### config.mk
export PLATFORM = sky130hd
export DESIGN_NAME = fetch_unit
export DESIGN_NICKNAME = d
export VERILOG_FILES = /design/src/rtl/riscv_fetch_pkg.sv /design/src/rtl/if_id_reg.sv /design/src/rtl/fetch_unit.sv
export SDC_FILE = /design/constraint.sdc
export NUM_CORES = 1
export LEC_CHECK = 0
export ABC_AREA = 0
export BUFFER_PORTS_ARGS = -buffer_cell sky130_fd_sc_hd__buf_2
export CELL_PAD_IN_SITES_DETAIL_PLACEMENT = 0
export CELL_PAD_IN_SITES_GLOBAL_PLACEMENT = 1
export CORE_MARGIN = 2
export CORE_UTILIZATION = 47
export CTS_CLUSTER_DIAMETER = 200
export DETAILED_ROUTE_END_ITERATION = 7
export PLACE_DENSITY_LB_ADDON = 0.1
export SLEW_MARGIN = 15
export SYNTH_ARGS = -nofsm -noshare
export SYNTH_HDL_FRONTEND = slang
export SYNTH_HIERARCHICAL = 1
export SYNTH_SLANG_ARGS = --single-unit
### constraint.sdc
create_clock -name clk -period 8.9 [get_ports clk]
set_input_delay 1.335 -clock clk [delete_from_list [all_inputs] [get_ports clk]]
set_output_delay 1.335 -clock clk [all_outputs]
set_load 0.1 [all_outputs]
### src/rtl/riscv_fetch_pkg.sv
// Shared types and constants for the RV32 instruction fetch stage.
package riscv_fetch_pkg;

   localparam int XLEN = 32;

   localparam logic [XLEN-1:0] NOP_INST_DEFAULT = 32'h0000_0013;
   localparam logic [XLEN-1:0] RESET_PC_DEFAULT = 32'h0000_0000;

   typedef enum logic [2:0] {
      IDLE = 3'd0,
      REQ  = 3'd1,
      WAIT = 3'd2,
      HOLD = 3'd3,
      DROP = 3'd4
   } fetch_state_t;

   // Sequential word address; the carry out of bit 31 is dropped so the PC wraps.
   function automatic logic [XLEN-1:0] next_pc(input logic [XLEN-1:0] pc);
      return pc + 32'd4;
   endfunction

endpackage

### src/rtl/if_id_reg.sv
// IF/ID pipeline slot: a redirect flush wins over a load, a load wins over a drain,
// and a stalled slot keeps its contents.
module if_id_reg
   import riscv_fetch_pkg::*;
#(
   parameter logic [XLEN-1:0] RESET_PC = RESET_PC_DEFAULT,
   parameter logic [XLEN-1:0] NOP_INST = NOP_INST_DEFAULT
) (
   input  logic            clk,
   input  logic            reset,
   input  logic            load,
   input  logic [XLEN-1:0] load_inst,
   input  logic [XLEN-1:0] load_pc,
   input  logic            flush,
   input  logic            flush_pc_we,
   input  logic [XLEN-1:0] flush_pc,
   input  logic            stall,
   output logic            valid,
   output logic [XLEN-1:0] inst,
   output logic [XLEN-1:0] pc
);

   logic            valid_r;
   logic [XLEN-1:0] inst_r;
   logic [XLEN-1:0] pc_r;

   // Slot update with priority flush > load > drain > hold.
   always_ff @(posedge clk or posedge reset) begin
      if (reset) begin
         valid_r <= 1'b0;
         inst_r  <= NOP_INST;
         pc_r    <= RESET_PC;
      end else if (flush) begin
         valid_r <= 1'b0;
         inst_r  <= NOP_INST;
         if (flush_pc_we) begin
            pc_r <= flush_pc;
         end
      end else if (load) begin
         valid_r <= 1'b1;
         inst_r  <= load_inst;
         pc_r    <= load_pc;
      end else if (!stall) begin
         valid_r <= 1'b0;
         inst_r  <= NOP_INST;
      end
   end

   assign valid = valid_r;
   assign inst  = inst_r;
   assign pc    = pc_r;

endmodule

### src/rtl/fetch_unit.sv
// RV32 fetch stage: PC, single-outstanding fetch FSM, hold buffer and IF/ID slot.
// FETCH_MISALIGN_TRAP_EN adds fetch_misalign and parks the FSM on a misaligned redirect.
module fetch_unit
   import riscv_fetch_pkg::*;
#(
   parameter logic [XLEN-1:0] RESET_PC = RESET_PC_DEFAULT,
   parameter logic [XLEN-1:0] NOP_INST = NOP_INST_DEFAULT
) (
   input  logic            clk,
   input  logic            reset,
   output logic            imem_req_valid,
   input  logic            imem_req_ready,
   output logic [XLEN-1:0] imem_req_addr,
   input  logic            imem_resp_valid,
   input  logic [XLEN-1:0] imem_resp_data,
   input  logic            redirect_valid,
   input  logic [XLEN-1:0] redirect_target,
   input  logic            id_stall,
   output logic            if_valid,
   output logic [XLEN-1:0] if_inst,
   output logic [XLEN-1:0] if_pc
`ifdef FETCH_MISALIGN_TRAP_EN
   ,
   output logic            fetch_misalign
`endif
);

   fetch_state_t    state_r;
   fetch_state_t    state_n;
   logic [XLEN-1:0] pc_r;
   logic [XLEN-1:0] pc_n;
   logic            req_valid_r;
   logic [XLEN-1:0] hold_inst_r;
   logic [XLEN-1:0] hold_pc_r;
   logic            hold_we_s;
   logic            load_s;
   logic [XLEN-1:0] load_inst_s;
   logic [XLEN-1:0] load_pc_s;
   logic            slot_free_s;
   logic [XLEN-1:0] target_s;
   logic            trap_s;
   logic            park_s;

`ifdef FETCH_MISALIGN_TRAP_EN
   logic misalign_r;

   assign trap_s   = redirect_valid && (redirect_target[1:0] != 2'b00);
   assign target_s = redirect_target;
   assign park_s   = misalign_r;

   // Sticky misaligned-target flag; once set the FSM stays parked until reset.
   always_ff @(posedge clk or posedge reset) begin
      if (reset) begin
         misalign_r <= 1'b0;
      end else if (trap_s) begin
         misalign_r <= 1'b1;
      end
   end

   assign fetch_misalign = misalign_r;
`else
   assign trap_s   = 1'b0;
   assign target_s = {redirect_target[XLEN-1:2], 2'b00};
   assign park_s   = 1'b0;
`endif

   assign slot_free_s = !if_valid || !id_stall;

   // Next-state, PC and slot/buffer load decisions.
   always_comb begin
      state_n     = state_r;
      pc_n        = pc_r;
      hold_we_s   = 1'b0;
      load_s      = 1'b0;
      load_inst_s = imem_resp_data;
      load_pc_s   = pc_r;
      if (trap_s) begin
         state_n = IDLE;
      end else begin
         case (state_r)
            IDLE: begin
               if (park_s) state_n = IDLE;
               else        state_n = REQ;
            end
            REQ: begin
               if (redirect_valid) begin
                  pc_n    = target_s;
                  state_n = imem_req_ready ? DROP : REQ;
               end else if (imem_req_ready) begin
                  state_n = WAIT;
               end else begin
                  state_n = REQ;
               end
            end
            WAIT: begin
               if (imem_resp_valid && redirect_valid) begin
                  pc_n    = target_s;
                  state_n = REQ;
               end else if (imem_resp_valid && slot_free_s) begin
                  load_s  = 1'b1;
                  pc_n    = next_pc(pc_r);
                  state_n = REQ;
               end else if (imem_resp_valid) begin
                  hold_we_s = 1'b1;
                  pc_n      = next_pc(pc_r);
                  state_n   = HOLD;
               end else if (redirect_valid) begin
                  pc_n    = target_s;
                  state_n = DROP;
               end else begin
                  state_n = WAIT;
               end
            end
            HOLD: begin
               load_inst_s = hold_inst_r;
               load_pc_s   = hold_pc_r;
               if (redirect_valid) begin
                  pc_n    = target_s;
                  state_n = REQ;
               end else if (!id_stall) begin
                  load_s  = 1'b1;
                  state_n = REQ;
               end else begin
                  state_n = HOLD;
               end
            end
            DROP: begin
               // The response owed to the stale request is swallowed here.
               if (redirect_valid) pc_n = target_s;
               else                pc_n = pc_r;
               if (imem_resp_valid) state_n = REQ;
               else                 state_n = DROP;
            end
            default: begin
               state_n = IDLE;
            end
         endcase
      end
   end

   // FSM, PC, request-valid and hold buffer registers.
   always_ff @(posedge clk or posedge reset) begin
      if (reset) begin
         state_r     <= IDLE;
         pc_r        <= RESET_PC;
         req_valid_r <= 1'b0;
         hold_inst_r <= NOP_INST;
         hold_pc_r   <= RESET_PC;
      end else begin
         state_r     <= state_n;
         pc_r        <= pc_n;
         req_valid_r <= (state_n == REQ);
         if (hold_we_s) begin
            hold_inst_r <= imem_resp_data;
            hold_pc_r   <= pc_r;
         end
      end
   end

   assign imem_req_valid = req_valid_r;
   assign imem_req_addr  = pc_r;

   if_id_reg #(
      .RESET_PC (RESET_PC),
      .NOP_INST (NOP_INST)
   ) u_if_id (
      .clk         (clk),
      .reset       (reset),
      .load        (load_s),
      .load_inst   (load_inst_s),
      .load_pc     (load_pc_s),
      .flush       (redirect_valid),
      .flush_pc_we (trap_s),
      .flush_pc    (redirect_target),
      .stall       (id_stall),
      .valid       (if_valid),
      .inst        (if_inst),
      .pc          (if_pc)
   );

endmodule

==> impl.org, run 1 <==
** Outcome
- The run finished with clean final reports.

** Detailed routing
- Ratio of routed vias to standard cells :: 5.818
- Number of search-and-repair iterations in the first detailed-routing pass :: 5
- Number of remaining DRC errors :: 0
- The detailed router finished its first iteration with 351 violations.
- The detail route stage leaves a number of antenna-violating nets equal to 0.
- Dividing the detail-routed wire length by the instance count gives 20.12 um.
- Wires add up to 23260 um.
- The detailed router placed 6726 vias in this run.

** Logic synthesis
- Library cell occupying the most area in the post-synthesis netlist :: sky130_fd_sc_hd__dfrtp_1
- By area the synthesized netlist is led by sky130_fd_sc_hd__dfrtp_1 46%, sky130_fd_sc_hd__mux2_2 16%, sky130_fd_sc_hd__mux2i_1 7.4%.
- Cell variety after synth :: 64
- Of all flip-flops after synthesis, the portion carrying an async set or reset was 1.000.
- Yosys mapped a number of flops with a built-in enable equal to 0.
- Total of warnings raised by yosys :: 6
- Post-synth top area share :: 0.4553
- Top FF cell, synth :: sky130_fd_sc_hd__dfrtp_1
- Part of the Yosys area used for sequential elements :: 0.4733
- Synthesis-stage register bit count :: 165
- Counting every net in the synthesized netlist gives 853.
- The cell area that synthesis handed to floorplanning was 8740 um2.
- Synth Instances :: 782
- Mean instance size in the synthesized netlist :: 11.18 um2

** Place
- Count of buffers from port buffering :: 167
- Placed instance area :: 9605 um2
- Placed instance count :: 1122
- Once detailed placement completed, the half-perimeter wirelength came to 15310 um.
- Weighted congestion at the end of routability-driven global placement :: 0.8774

** Floorplanning
- The floorplan has 49 rows.
- Vertical die dimension :: 140.4 um
- Top-Level Pins :: 168
- X dimension of the die :: 140.4 um
- The die covers 19700 um2.
- For this configuration, the core starts out at a cell density of 0.4832.
- The region available for standard cell placement spans 18090 um2.

** Clocking
- The clock passes through at most 2 buffers.
- For this design, the CTS-stage hold fixing added 0 buffers.
- In this run, post-CTS repair resized a total of 0 instances.
- Clock tree synthesis found a total of 165 sinks.
- Root buffer selected by CTS :: sky130_fd_sc_hd__clkbuf_16
- In this run the post-CTS setup repair buffer count came out at 0.
- CTS tree :: yes
- Clock-pin slew reported for the worst setup and hold paths after clock tree synthesis :: 0.06 ns
- Count of H-tree levels built during CTS :: 4
- Clock insertion delay at the later pin of the skew report :: 0.43 ns
- Clock buffer count from CTS :: 17

** Cells and area
- Cell Count, Final, Fillers Out :: 1156
- Leading cell types in the layout, fill and taps excluded :: 166 x sky130_fd_sc_hd__buf_2, 159 x sky130_fd_sc_hd__dfrtp_1, 125 x sky130_fd_sc_hd__mux2_2
- Most common cell after layout, fill and taps aside :: sky130_fd_sc_hd__buf_2
- Final net count :: 983
- The area growth from synthesis to layout is 16.78%.
- In the final layout, the share of cells above drive strength 1 is 0.3762.
- Final Cell Area :: 10210 um2

** Global routing
- Vias in the first global route :: 6981
- The first global-routing pass estimated 38070 um of wire.
- Aggregate global-route resource usage :: 0.2434
- Pin count of the biggest net entering global routing :: 86
- Sum of overflow across all layers after global routing :: 0
- Initial antenna violation count :: 2

** Setup path
- For the worst setup path, the data required time is 9.21 ns.
- STA classifies the critical path endpoint as a flop.
- In this run the worst path has a maximum fanout of 36.
- At the worst endpoint, the arrival time is 4.21 ns.
- By startpoint and endpoint, the worst setup path is classified as in -> reg.
- STA classifies the critical path startpoint as a primary input.

** STA
- Count of final setup violators :: 0
- Across all hold checks on the routed design, the worst slack comes to 0.4899 ns.
- RSZ-0062 raised after global routing :: no
- Total negative setup slack :: 0 ns
- Pins over their slew limit :: 0
- Between clock sinks in the finished design, the worst skew comes to 0.007324 ns.
- Transition at the pin with the smallest max-transition slack :: 1.186 ns
- Achievable Freq :: 0.2559 GHz
- The final hold violation count came to 0.
- Tightest slew margin relative to the limit :: 0.2019
- The worst path in the final design needs a cycle of 3.907 ns, including I/O delays and setup.
- Dividing the final minimum period by the clock period gives 0.4390.

** Min path
- The path class of the tightest hold or removal check is reg -> reg.

** Pwr
- VDD IR max :: 0.1877 mV
- Summed over all cells, the static leakage comes to 0.004806 uW.
- In this run the power density over the cells is 334.6 nW/um2.

** Run
- Across the run, the number of max-cap violations was 0.
-- where the power goes --
group	total (uW)	switching (uW)	internal, uW
clock	737	300	437
combinational	1590	1230	367
sequential	1080	208	876
total	3410	1740	1680
-- critical path, stage by stage --
cell and delay [ns]:
sky130_fd_sc_hd__buf_4 0.26, sky130_fd_sc_hd__nor2b_1 0.31, sky130_fd_sc_hd__nand2_1 0.42, sky130_fd_sc_hd__nor2_4 0.85, sky130_fd_sc_hd__buf_4 0.58, sky130_fd_sc_hd__mux2_2 0.40
-- area by class of cell --
class / instances / area (um2)
diodes: 2 / 5.005
clock buffers: 25 / 485.5
clock inverters: 7 / 95.09
fillers: 1585 / 7880
inverters: 7 / 28.78
multi-input cells: 548 / 4285
flip-flops and latches: 165 / 4136
well taps: 229 / 286.5
repair buffers: 173 / 883.3
-- flip-flops by register name (all words and copies together) (netlist names) --
| signal | count |
|---|---|
| u_if_id/pc | 32 |
| u_if_id/valid | 1 |
| imem_req_addr | 32 |
| hold_inst_r | 32 |
| state_r | 3 |
| hold_pc_r | 32 |
| imem_req_valid | 1 |
| u_if_id/inst | 32 |
-- synthesized netlist by cell type (all sizes together) (2+ instances only) --
| master | instances |
|---|---|
| nand3 | 16 |
| inv | 7 |
| nor2b | 9 |
| buf | 38 |
| clkbuf | 24 |
| o22a | 2 |
| mux2i | 65 |
| o21a | 2 |
| nand3b | 29 |
| nor2 | 29 |
| xor2 | 2 |
| o21ai | 27 |
| and3 | 20 |
| nor3b | 5 |
| nor4 | 6 |
| o31ai | 2 |
| nand4 | 10 |
| nand2b | 5 |
| a22oi | 6 |
| a21oi | 40 |
| or3b | 3 |
| nand2 | 63 |
| dfstp | 6 |
| o22ai | 2 |
| mux2 | 128 |
| o311ai | 3 |
| or3 | 5 |
| a31oi | 11 |
| dfrtp | 159 |
| nor3 | 9 |
| and2 | 2 |
| a221o | 21 |
| a21o | 4 |
| o21bai | 3 |
| o221a | 2 |
-- final timing paths --
path | startpoint | to | slack (ns) | cells after the start
max in group asynchronous | reset | hold_pc_r[1] | 6.69 | 3
worst max-delay path | redirect_valid | hold_pc_r[8] | 4.99 | 6
worst min register to register | hold_inst_r[5] | hold_inst_r[5] | 0.49 | 1
min in group asynchronous | reset | hold_inst_r[25] | 0.89 | 2
worst max register to register | state_r[0] | u_if_id/pc[7] | 5.52 | 8
worst min-delay path | hold_inst_r[5] | hold_inst_r[5] | 0.49 | 1
-- kinds of logic after synthesis --
group / after synthesis / synth area share
other cells: 1 / 0.0004291
simple gates: 215 / 0.1374
xor+xnor: 3 / 0.003007
mux: 193 / 0.2394
buf+inv: 69 / 0.04066
flops: 165 / 0.4733
compound gates: 135 / 0.1044
fa+ha+maj: 1 / 0.001431
-- routing by layer --
layer	vias to the layer above	track usage	share of wire
li1	3146	-	-
met1	3377	0.3167	0.43
met2	179	0.4084	0.50
met3	24	0.05880	0.056
met4	0	0.06645	0.012
met5	-	0	0
-- through the flow --
stage | worst slack, ns | power, uW | utilization
after floorplan | 4.951 | 2373 | -
after global placement | 4.659 | 2659 | 0.5311
after detailed placement | 4.467 | 2681 | 0.5311
after CTS | 4.891 | 3430 | 0.5632
after global routing | 4.816 | 3568 | 0.5640
final | 4.993 | 3415 | 0.5643
Note: power is estimated with default switching activity, not from simulation.
==> run 2, diff against run 1 <==
--- a/config.mk
+++ b/config.mk
@@ -5,12 +5,12 @@
 export SDC_FILE = /design/constraint.sdc
 export NUM_CORES = 1
 export LEC_CHECK = 0
-export ABC_AREA = 0
+export ABC_AREA = 1
 export BUFFER_PORTS_ARGS = -buffer_cell sky130_fd_sc_hd__buf_2
 export CELL_PAD_IN_SITES_DETAIL_PLACEMENT = 0
 export CELL_PAD_IN_SITES_GLOBAL_PLACEMENT = 1
 export CORE_MARGIN = 2
-export CORE_UTILIZATION = 47
+export CORE_UTILIZATION = 36
 export CTS_CLUSTER_DIAMETER = 200
 export DETAILED_ROUTE_END_ITERATION = 7
 export PLACE_DENSITY_LB_ADDON = 0.1
==> constraint.sdc (replaced) <==
create_clock -name clk -period 3.55 [get_ports clk]
set_input_delay 0.5325 -clock clk [delete_from_list [all_inputs] [get_ports clk]]
set_output_delay 0.5325 -clock clk [all_outputs]
set_load 0.1 [all_outputs]
==> run 2 against run 1 <==
Effect of this change:
- register-to-register slack got worse by 4.7 ns
- largest power group unchanged
- largest cell class unchanged
- cell area rose by 4.5%
- total power rose to 2.7 times the previous value
- non-clock buffer count up 6
==> impl.org, run 2 <==
** STA
- Dividing the final minimum period by the clock period gives 0.7769.
- The number of max-slew violations in the final report was 0 (unchanged).
- Final worst clock skew :: 0.01670 ns (+0.009373 ns)
- Final number of hold-violating endpoints :: 0 (unchanged)
- Tightest slew margin relative to the limit :: 0.3322 (+0.1302)
- RSZ-0062 raised after global routing :: no
- Transition at the pin with the smallest max-transition slack :: 0.9933 ns (-0.1929 ns)
- The setup TNS was 0 ns (unchanged).
- Derived from the worst setup path, the maximum achievable clock frequency is 0.3626 GHz.
- Count of final setup violators :: 0 (unchanged)
- Min cycle time layout :: 2.758 ns

** Setup path
- Cell occurring most often along the worst timing path :: sky130_fd_sc_hd__nand2_1
- Traced cell by cell, the critical path runs through inv_2 > nand2_1 > nor2_4 > inv_1 > o31ai_1 > nand2_4 > nand2_2 > nand2_1 > nand2_1.
- The count of buffer and inverter cells on the critical path is 2 (unchanged).
- CP peak stage delay :: 0.79 ns (-0.06 ns)
- By startpoint and endpoint, the worst setup path is classified as reg -> reg.
- Startpoint type of the worst setup path :: flop
- The worst setup path is captured at a flop.
- The biggest fanout along the worst timing path came to 32 (-11%).
- The slowest stage of the critical path belongs to the cell sky130_fd_sc_hd__o31ai_1.
- The cell family contributing the most delay on the critical path is simple AND/OR/NAND/NOR gates.
- Endpoint required time on the critical path :: 3.92 ns (-5.29 ns)
- Worst endpoint data arrival time :: 3.13 ns (-1.08 ns)

** Floorplanning
- The die area was 26430 um2 (+34%).
- Core area :: 24960 um2 (+38%)
- Top-Level Pins :: 168 (unchanged)
- The starting density of the core is 0.3627 (-0.1206).
- The chip height was 162.6 um (+16%).
- The floorplan row count was 58 (+18%).
- The width of the die came to 162.6 um (+16%).

** Clocking
- The number of clock buffers inserted by TritonCTS is 17 (unchanged).
- Hold-fix buffer count after cts :: 0 (unchanged)
- The count of buffers added by post-CTS timing repair for setup was 0 (unchanged).
- Count of H-tree levels built during CTS :: 4 (unchanged)
- Number of sinks on the clock net :: 165 (unchanged)
- Clock-pin slew reported for the worst setup and hold paths after clock tree synthesis :: 0.07 ns (about the same)
- TritonCTS built the clock tree.
- The post-cts gate resize count is 0 (unchanged).
- The maximum buffer depth of the clock tree came to 2 (unchanged).
- Clock insertion delay at the later pin of the skew report :: 0.44 ns (about the same)
- The cell sitting at the root of the clock tree is a sky130_fd_sc_hd__clkbuf_16.

** Pwr
- The power per cell area is 855.4 nW/um2 (+160%).
- The leakage power figure was 0.005607 uW (+17%).
- VDD IR max :: 0.6684 mV (+260%)

** Logic synthesis
- Net count of the mapped netlist :: 1330 (+56%)
- Mean instance size in the synthesized netlist :: 7.191 um2 (-36%)
- In the synthesized netlist the dominant register cell turns out to be sky130_fd_sc_hd__dfrtp_1.
- In the post-synthesis netlist, the cell with the most instances is sky130_fd_sc_hd__nand2_1.
- The fraction of registers with async set or reset after synthesis was 1.000 (unchanged).
- Number of enable flip-flop cells after synthesis :: 0 (unchanged)
- The gate count after technology mapping was 1259 (+61%).
- Cell Area, Synth :: 9054 um2 (+3.6%)
- Post-synth top cells :: 468 x sky130_fd_sc_hd__nand2_1, 159 x sky130_fd_sc_hd__dfrtp_1, 116 x sky130_fd_sc_hd__nand3_1, 111 x sky130_fd_sc_hd__o21ai_0, 90 x sky130_fd_sc_hd__inv_1
- Post-synth top area share :: 0.4395 (-0.01579)
- After synthesis, the cell types taking the most area are sky130_fd_sc_hd__dfrtp_1 44%, sky130_fd_sc_hd__nand2_1 19%, sky130_fd_sc_hd__nand3_1 6.4%.
- The count of different cell masters after synthesis came to 43 (-33%).
- The biggest area contributor in the post-synthesis netlist is sky130_fd_sc_hd__dfrtp_1.
- Synthesis-stage register bit count :: 165 (unchanged)
- The total number of yosys warnings is 6 (unchanged).
- The sequential element share of the synthesized area was 0.4569 (-0.01642).

** Place
- The port buffer count was 167 (unchanged).
- Weighted congestion at the end of routability-driven global placement :: 0.8232 (-6.2%)
- The detailed placer's ending HPWL is 19290 um (+26%).

** Detailed routing
- The final routed wirelength across all metal layers is 27740 um (+19%).
- The first-pass iteration count of the detailed router was 5 (unchanged).
- The post-detailed-route wirelength per cell was 16.00 um (-20%).
- The length of routed met3 wiring was 1155 um (-11%).
- Detail Route Antenna Nets :: 0 (unchanged)
- Number of remaining DRC errors :: 0 (unchanged)
- Violation count after the first detailed-routing iteration :: 511 (+46%)
- Vias :: 8517 (+27%)
- The highest layer touched by signal routing is met4.
- The routed length on met1 is 13140 um (+30%).
- Routed length on met2 :: 13150 um (+13%)
- The detail-routed via count per cell is 4.912 (-16%).

** Cells and area
- Share of cells above drive strength 1 :: 0.1909 (-0.1853)
- Leading cell types in the layout, fill and taps excluded :: 468 x sky130_fd_sc_hd__nand2_1, 167 x sky130_fd_sc_hd__buf_2, 159 x sky130_fd_sc_hd__dfrtp_1
- The library cell used most frequently in the layout, excluding fill and tap cells, is sky130_fd_sc_hd__nand2_1.
- The number of antenna repair diodes is 0 (-2).
- Compared with the post-synthesis result, the final layout area differs by 17.79%.
- The utilization of the core after routing came to 0.4272 (-0.1371).
- The number of nets in the layout came to 1462 (+49%).

** Outcome
- Run status :: finished clean

** Global routing
- Sum of overflow across all layers after global routing :: 0 (unchanged)
- The pin count of the biggest net entering global routing came to 102 (+19%).
- First-pass GRT wire length :: 44990 um (+18%)
- Vias in the first global route :: 8139 (+17%)
- Initial antenna violation count :: 0 (-2)
- Aggregate global-route resource usage :: 0.2167 (-0.02666)

** Min path
- Worst Hold Class :: in -> async

** Run
- The number of max-cap violations came to 0 (unchanged).
-- run 2: where the power goes --
part           switching, uW  internal, uW
clock                    868          1080
sequential               402          2210
combinational           3730           826
total                   5000          4120
-- run 2: worst register-to-register path, delay by kind of cell, from the launching register on --
family / cells / cell delay, ns
and+or+nand+nor: 6 / 1.37
AOI/OAI and AO/OA: 1 / 0.79
DFF: 1 / 0.41
buffers and inverters: 2 / 0.14
-- run 2: logic make-up after synthesis --
group	Yosys count	synth area share
compound gates	202	0.1193
buf+inv	174	0.08471
xor+xnor	1	0.0009676
fa+ha+maj	1	0.001382
simple gates	715	0.3364
flops	165	0.4569
other cells	1	0.0004142
-- run 2: final cells by class --
cell class	instances	area [um2]
Clock buffer	19	442.9
Clock inverter	13	162.7
Fill cell	2709	14300
Inverter	108	412.9
Multi-Input combinational cell	920	4158
Sequential cell	165	4136
Tap cell	330	412.9
Timing Repair Buffer	179	938.4
-- run 2: per-layer routing --
metal,vias up,global-route usage
met2,203,0.3607
met4,0,0.05511
met3,21,0.03259
li1,4301,-
met5,-,0
met1,3992,0.2967
-- run 2: worst paths after layout --
| check | depth (start not counted) | to | startpoint | slack (ns) |
|---|---|---|---|---|
| worst min register to register | 2 | hold_inst_r[4] | hold_inst_r[4] | 0.48 |
| min in group clk | 3 | hold_inst_r[0] | imem_resp_data[0] | 0.33 |
| max in group asynchronous | 3 | imem_req_addr[15] | reset | 2.57 |
| worst min-delay path | 2 | hold_inst_r[22] | reset | 0.19 |
| worst max-delay path | 9 | u_if_id/pc[17] | state_r[2] | 0.79 |
| worst max register to register | 9 | u_if_id/pc[17] | state_r[2] | 0.79 |
-- run 2: metrics by stage --
stage               instances  power [uW]  setup slack (ns)  cell area, um2  hold WS, ns
floorplan                1259        6315            0.4037            9054       0.4534
global placement         1702        7234            0.7843           10060       0.4605
detailed placement       1702        7233            0.6563           10060       0.4681
CTS                      1734        9218            0.7430           10660       0.2149
global route             1734        9647            0.5202           10660       0.2373
finish                   1734        9122            0.7921           10660       0.1947
